`src/rtl/mandel_pixel_scheduler.sv`:
```
// Mandelbrot frame scheduler: raster-order pixel dispatch to an engine pool, result capture, framebuffer writes.
// Define MANDEL_SCHED_PERF_EN to build the frame-duration counter behind o_frame_cycles.

module mandel_pixel_scheduler #(
  parameter int H_RES   = 800,
  parameter int V_RES   = 600,
  parameter int NUM_ENG = 4,
  parameter int ADDR_W  = 20
) (
  input  logic                      i_clk,
  input  logic                      i_rst,
  input  logic                      i_start,
  output logic                      o_busy,
  output logic                      o_frame_done,
  output logic [NUM_ENG-1:0]        o_eng_start,
  output logic signed [15:0]        o_eng_x,
  output logic signed [15:0]        o_eng_y,
  input  logic [NUM_ENG-1:0]        i_eng_done,
  input  logic [NUM_ENG*24-1:0]     i_eng_rgb,
  output logic                      o_wr_en,
  output logic [ADDR_W-1:0]         o_wr_addr,
  output logic [23:0]               o_wr_rgb,
  input  logic                      i_wr_ready,
  output logic [31:0]               o_frame_cycles
);

  localparam int SLOT_W = (NUM_ENG > 1) ? $clog2(NUM_ENG) : 1;

  typedef enum logic [1:0] {S_IDLE, S_RUN, S_DRAIN, S_DONE} state_t;
  typedef enum logic [1:0] {SLOT_FREE, SLOT_BUSY, SLOT_HELD} slot_t;

  state_t              state, state_nxt;
  slot_t               slot_st   [NUM_ENG];
  logic [ADDR_W-1:0]   slot_addr [NUM_ENG];
  logic [23:0]         slot_rgb  [NUM_ENG];
  logic [15:0]         x_cnt, y_cnt;
  logic [SLOT_W-1:0]   wr_slot, wr_idx;
  logic [NUM_ENG-1:0]  free_oh;
  logic                all_free, wr_vld, wr_acc, wr_load, start_acc, last_pix, dispatch;
  logic [ADDR_W-1:0]   disp_addr;

  assign start_acc = (state == S_IDLE) && i_start;
  assign last_pix  = (x_cnt == 16'(H_RES - 1)) && (y_cnt == 16'(V_RES - 1));
  assign disp_addr = ADDR_W'(32'(y_cnt) * 32'(H_RES) + 32'(x_cnt));
  assign wr_acc    = o_wr_en && i_wr_ready;
  assign wr_load   = !o_wr_en || i_wr_ready;

  // Walk downward so the lowest-index FREE / HELD slot wins; the slot already
  // sitting in the write register is not a candidate for the next load.
  // NOTE: every always_comb output gets a default first so no latch is inferred.
  always_comb begin
    free_oh  = '0;
    all_free = 1'b1;
    wr_vld   = 1'b0;
    wr_idx   = '0;
    for (int k = NUM_ENG - 1; k >= 0; k--) begin
      if (slot_st[k] == SLOT_FREE) begin
        free_oh    = '0;
        free_oh[k] = 1'b1;
      end else begin
        all_free = 1'b0;
      end
      if (slot_st[k] == SLOT_HELD && !(o_wr_en && wr_slot == SLOT_W'(k))) begin
        wr_vld = 1'b1;
        wr_idx = SLOT_W'(k);
      end
    end
  end

  assign o_eng_start  = (state == S_RUN) ? free_oh : '0;
  assign dispatch     = |o_eng_start;
  assign o_eng_x      = dispatch ? x_cnt : '0;
  assign o_eng_y      = dispatch ? y_cnt : '0;
  assign o_busy       = (state == S_RUN) || (state == S_DRAIN);
  assign o_frame_done = (state == S_DONE);

  // NOTE: sequential state uses non-blocking assignments only, so every flop sees pre-edge values.
  always_ff @(posedge i_clk) begin
    if (i_rst) state <= S_IDLE;
    else       state <= state_nxt;
  end

  always_comb begin
    state_nxt = state;
    case (state)
      S_IDLE:  if (i_start)             state_nxt = S_RUN;
      S_RUN:   if (dispatch && last_pix) state_nxt = S_DRAIN;
      S_DRAIN: if (all_free)            state_nxt = S_DONE;
      S_DONE:                           state_nxt = S_IDLE;
      default:                          state_nxt = S_IDLE;
    endcase
  end

  always_ff @(posedge i_clk) begin
    if (i_rst || start_acc) begin
      x_cnt <= '0;
      y_cnt <= '0;
    end else if (dispatch) begin
      if (x_cnt == 16'(H_RES - 1)) begin
        x_cnt <= '0;
        y_cnt <= last_pix ? 16'd0 : y_cnt + 16'd1;
      end else begin
        x_cnt <= x_cnt + 16'd1;
      end
    end
  end

  // A done pulse on a non-BUSY slot falls through the case and is dropped.
  always_ff @(posedge i_clk) begin
    for (int k = 0; k < NUM_ENG; k++) begin
      if (i_rst) begin
        slot_st[k] <= SLOT_FREE;
      end else begin
        case (slot_st[k])
          SLOT_FREE: if (o_eng_start[k])                        slot_st[k] <= SLOT_BUSY;
          SLOT_BUSY: if (i_eng_done[k])                         slot_st[k] <= SLOT_HELD;
          SLOT_HELD: if (wr_acc && wr_slot == SLOT_W'(k))       slot_st[k] <= SLOT_FREE;
          default:                                              slot_st[k] <= SLOT_FREE;
        endcase
      end
    end
  end

  // NOTE: slot payload storage has no reset; the slot state alone decides whether it is meaningful.
  always_ff @(posedge i_clk) begin
    for (int k = 0; k < NUM_ENG; k++) begin
      if (o_eng_start[k])                            slot_addr[k] <= disp_addr;
      if (slot_st[k] == SLOT_BUSY && i_eng_done[k])  slot_rgb[k]  <= i_eng_rgb[24*k +: 24];
    end
  end

  always_ff @(posedge i_clk) begin
    if (i_rst) begin
      o_wr_en   <= 1'b0;
      o_wr_addr <= '0;
      o_wr_rgb  <= '0;
      wr_slot   <= '0;
    end else if (wr_load) begin
      o_wr_en <= wr_vld;
      if (wr_vld) begin
        o_wr_addr <= slot_addr[wr_idx];
        o_wr_rgb  <= slot_rgb[wr_idx];
        wr_slot   <= wr_idx;
      end
    end
  end

`ifdef MANDEL_SCHED_PERF_EN
  logic [31:0] cyc_cnt;

  always_ff @(posedge i_clk) begin
    if (i_rst) begin
      cyc_cnt        <= '0;
      o_frame_cycles <= '0;
    end else begin
      if (start_acc)   cyc_cnt <= '0;
      else if (o_busy) cyc_cnt <= cyc_cnt + 32'd1;
      if (start_acc)             o_frame_cycles <= '0;
      else if (state == S_DONE)  o_frame_cycles <= cyc_cnt;
    end
  end
`else
  assign o_frame_cycles = '0;
`endif

endmodule

```
`config.mk`:
```
export PLATFORM = sky130hd
export DESIGN_NAME = mandel_pixel_scheduler
export DESIGN_NICKNAME = d
export VERILOG_FILES = /design/src/rtl/mandel_pixel_scheduler.sv
export SDC_FILE = /design/constraint.sdc
export NUM_CORES = 1
export LEC_CHECK = 0
export CAP_MARGIN = 20
export CORE_ASPECT_RATIO = 1.25
export CORE_MARGIN = 2
export CORE_UTILIZATION = 45
export CTS_CLUSTER_SIZE = 12
export DETAILED_ROUTE_END_ITERATION = 10
export GPL_ROUTABILITY_DRIVEN = 0
export PLACE_DENSITY = 0.68
export SYNTH_ARGS = -nofsm -noshare
export SYNTH_HDL_FRONTEND = slang
export SYNTH_SLANG_ARGS = --single-unit
```
`constraint.sdc`:
```
create_clock -name i_clk -period 9.4 [get_ports i_clk]
set_input_delay 1.88 -clock i_clk [delete_from_list [all_inputs] [get_ports i_clk]]
set_output_delay 1.88 -clock i_clk [all_outputs]
set_load 0.02 [all_outputs]
```
; Yosys cells after proc, flatten, opt, wreduce, memory -nomap -nowiden
; Memories as Yosys holds them, arrays and structs flattened. A register that Yosys moved wholly into a read port is not among the register bits.
; Index checks and enable logic that the tools add are counted.
[totals]
output_inout_bits = 115
mem_bits_rw = 184
word_cells = 216
in_bits = 104
ff_bits = 37
memories = 3
[memory_table]
columns = name, depth, width, read_ports, rd_ports_with_merged_regs, write_ports, line
row1 = slot_rgb, 4, 24, 1, 1, 4, 35  ; logic [23:0] slot_rgb [NUM_ENG];
row2 = slot_addr, 4, 20, 1, 1, 1, 34  ; logic [ADDR_W-1:0] slot_addr [NUM_ENG];
row3 = slot_st, 4, 2, 4, 0, 4, 33  ; slot_t slot_st [NUM_ENG];
[classes]
reduce_logical = 45
n_mul = 1
bitwise = 16
n_addsub = 3
mux = 124
n_eq_ne = 19
[op_table]
columns = cell, n
row1 = $mux 1, 85
row2 = $mux 16, 4
row3 = $mux 20, 3
row4 = $reduce_or 20->1, 3
row5 = $mux 2, 26
row6 = $add 16x1->16 const B, 2
row7 = $eq 16x10->1 const B, 2
row8 = $add 20x16->20, 1
row9 = $logic_and 1x1->1, 20
row10 = $mux 4, 5
row11 = $eq 2x2->1 const B, 8
row12 = $mul 16x5->15 const B, 1
row13 = $or 1x1->1, 16
row14 = $eq 2x1->1 const B, 6
row15 = $logic_not 2->1, 6
row16 = $reduce_or 3->1, 4
row17 = $pmux 2 s4, 1
row18 = $logic_not 1->1, 5
row19 = $ne 2x2->1 const B, 2
row20 = $reduce_and 2->1, 2
row21 = $reduce_or 4->1, 1
row22 = $logic_or 1x1->1, 3
row23 = $reduce_and 3->1, 1
row24 = $ne 2x1->1 const B, 1

; Depth between registers and ports, before layout
; An unclocked memory read counts as a cell.
[logic_depth]
word_depth = 15
ltp_mapped = 18
depth_no_buf = 18

; Worst setup path before layout
; OpenSTA, ideal clock, no wires.
[synth_timing]
path_kind = reg2out
start = register state[1]
end = output port o_eng_start[2]
arrival_time_ns = 3.444
path_slack_ns = 4.076
path_stages_with_launch = 5
required_time_ns = 7.520
n_path_buf = 0
path_cell_list = dfxtp_1 -> inv_1 -> ha_1 -> o21ai_0 -> nor4_1
[synth_via]
elab_chain_cells = 2
[synth_lines]
columns = item, line
row1 = from (decl), 32  ; state_t state, state_nxt;
row2 = from (signal assigned), 80  ; else state <= state_nxt;
row3 = $eq 2x1->1, 70  ; assign o_eng_start = (state == S_RUN) ? free_oh : '0;
row4 = $mux 4, 70
row5 = to (decl), 15  ; output logic [NUM_ENG-1:0] o_eng_start,
; No other way between the ends.

; Worst setup path after layout
[layout_timing]
start = register state[1]
end = output port o_eng_start[3]
; Same word-level chain as after synthesis.

==> metrics <==
post-CTS setup buffers 0; Clock Sinks 265; worst endpoint required time 7.52 ns; Vias/cell 5.26; pwr/cell area 217 nW/um2; FFs w/ async S/R, synth 0%; detailed-route via count about 7,400; commonest non-fill, non-tap cell in the layout clkdlybuf4s50_1; most frequent cells in the layout clkdlybuf4s50_1 (186), edfxtp_1 (184), dfxtp_1 (81); Longest Clk Path Bufs 3; clk slew on worst S/H paths ~0.060 ns; Max-Cap Viols 0; Die ar. 28,100 um2; Slew HR 31.3%; fmax 0.201 GHz; Max VDD drop roughly 0.12 mV; Routed WL around 27 mm; Internal 0.00240 W; Power Total 0.00327 W; Crit Reg-Reg Startpoint y_cnt[3]$_SDFFE_PP0P_; core area 26,200 um2; global-route wire length before repair 42.5 mm; Routed wire per std cell 19.5 um; Cell Area, Synth 12,000 um2; Mean Syn Cell Area 14.2 um2; leakage dissipation 5.68 nW; Die W between 150 and 200 um; Seq/Total Area, Yosys roughly three fifths; initial antenna violation count 0; crit-path max FO 5; cell count of the worst reg-to-reg path 18; Clock Latency Late Sink roughly 0.53 ns; RSZ-0062 raised after global routing false; hold path start o_wr_rgb[23]$_SDFFE_PP0P_; Initial Util between 40% and 50%; Rows 66; Slew Limit Fails 0; Iter 0 DRT Violations a little under 400; Final HPWL DP roughly 19 mm; Hold-fix buffers, CTS 0; switching power roughly 0.00087 W; Min-Delay Path Class reg2reg; Port Buffers about 190; Post-CTS Resized 0; Sw Ratio 26.7%; r2r setup slk 5.12 ns; skew final about 0.011 ns; kind of critical path reg2out; number of global-route vias before repair 7,604; Reg power frac 44.1%; CTS tree yes; largest net degree at the start of global routing 45; critical path startpoint category flip-flop; htree depth 1; Chip Height 187 um; outcome completed; EDFF count, synth 184; P&R area growth vs syn 25.6%; Yosys top cell by area edfxtp_1; Least-Margin Pin Slew 1.03 ns; Hold Vio Cnt, Final 0; Yosys reg bits 265; hold depth 1; TritonCTS buffer count 28; global route overflow 0; Setup Viol. Count Final 0; synth unique cells 63; Worst R2R End slot_addr[1][19]$_DFFE_PP_; synth top area cells edfxtp_1 (46%), dfxtp_1 (13%), mux4_2 (7.3%); GRT Util Overall between 10% and 20%; Gate power share 22.0%; post-route DRC violation count 0; top cell type's share of synthesized area between 40% and 50%; Worst setup EP type output port; fin crit period approximately 5.0 ns; 1st-pass router iterations 5; Synth Flop Type edfxtp_1; CP Data Arrival Time between 3 and 4 ns; Synthesis Warnings 0; clock power share about a third; final setup TNS 0 ns; Post-Synthesis Cells roughly 850; share of layout cells above drive strength 1 10.3%; # IOs 219; Tcrit/Tclk final 52.8%; ANT nets after route 0; root buf cell clkbuf_16; nets@finish 1,218; Hold EP o_wr_rgb[23]$_SDFFE_PP0P_; diode count 0
power by group through the flow:
stage	registers, W	logic, W	clock network, W
after floorplan	0.00152	0.000407	0
after global placement	0.00146	0.000723	0
after detailed placement	0.00147	0.000730	0
after CTS	0.00145	0.000733	0.00113
after global routing	0.00146	0.000772	0.00118
final	0.00144	0.000720	0.00111
layout make-up:
class / count / area, um2
Fill cell: 2063 / 11100
Sequential cell: 265 / 7150
Clock buffer: 45 / 836
Multi-Input combinational cell: 510 / 4480
Inverter: 46 / 173
Clock inverter: 6 / 103
Tap cell: 340 / 425
Timing Repair Buffer: 198 / 1950
per-layer routing:
layer / part of all wire, % / vias to the layer above / global-route usage [%]
met3: 8.6 / 23 / 4.67
met2: 51 / 250 / 34.5
met1: 40 / 3620 / 24.2
met5: 0 / - / 0
li1: - / 3520 / -
met4: 1.0 / 0 / 3.27
sequential cells by signal, indices dropped and copies added, names as in the netlist, 2 cells and up:
register   count
slot_rgb      96
y_cnt         16
wr_slot        2
x_cnt         16
o_wr_addr     20
slot_addr     80
state          2
slot_st        8
o_wr_rgb      24
cells in the mapped netlist, types with 2 or more instances:
master      n
or3_1      11
o21ai_0    18
nand2_1    21
a21oi_1    23
xor2_1     14
a31oi_1     2
nand3b_1    2
mux4_1      5
inv_1      46
nand4_1    11
and3b_1     4
ha_1       55
nand3_1    10
edfxtp_1  184
o21a_1      4
buf_6       4
nor3b_1     2
dfxtp_1    81
buf_2      10
nor2_1     58
nand4b_1    2
a22o_1     44
a31o_2      3
nand2b_1    5
mux2i_1     4
a211oi_1    4
xnor2_1    33
nor2_2      2
and2_1     31
mux4_2     39
nor2b_1     7
and3_1      6
a21boi_0    2
a21o_1      4
buf_4      32
clkbuf_1   11
nor3_1     14
fa_1       10
nor4_1      5
critical path, cell delays in order, from the launching register on:
cell and delay, ns:
dfxtp_1 0.34, inv_1 0.11, ha_1 0.28, o21ai_0 0.26, or4b_2 0.73, inv_1 0.20, clkdlybuf4s50_1 0.64
kinds of logic after synthesis:
logic type / count (synthesis) / synth area share (%)
AO/OA/AOI/OAI: 118 / 7.44
multiplexers: 48 / 8.73
AND/OR/NAND/NOR: 200 / 9.02
other: 1 / 0.0312
flip-flops: 265 / 59.4
buffers and inverters: 103 / 4.57
adder cells (fa/ha/maj): 65 / 7.39
XOR/XNOR: 47 / 3.42
worst max-delay path by stage:
| stage | start | end | slack [ns] | depth (start not counted) |
|---|---|---|---|---|
| 2_1_floorplan | state[1]$_SDFFE_PP0P_ | o_eng_start[2] | 4.08 | 4 |
| 3_3_place_gp | state[1]$_SDFFE_PP0P_ | o_eng_start[3] | 5.02 | 6 |
| 3_5_place_dp | state[1]$_SDFFE_PP0P_ | o_eng_start[3] | 4.96 | 6 |
| 4_1_cts | state[1]$_SDFFE_PP0P_ | o_eng_start[3] | 4.38 | 6 |
| 5_1_grt | state[1]$_SDFFE_PP0P_ | o_eng_start[3] | 4.32 | 6 |
| 6_report | state[1]$_SDFFE_PP0P_ | o_eng_start[3] | 4.44 | 6 |
stage by stage:
stage | worst slack (ns) | cells | utilization (%) | cell area [um2] | hold WS, ns
6_report | 4.44 | 1410 | 57.7 | 15100 | 0.477
3_5_place_dp | 4.96 | 1359 | 54.1 | 14200 | 0.463
3_3_place_gp | 5.02 | 1359 | 54.1 | 14200 | 0.461
4_1_cts | 4.38 | 1410 | 57.7 | 15100 | 0.482
5_1_grt | 4.32 | 1410 | 57.7 | 15100 | 0.496
2_1_floorplan | 4.08 | 878 | - | 12100 | 0.487
(Power assumes the default switching activity.)
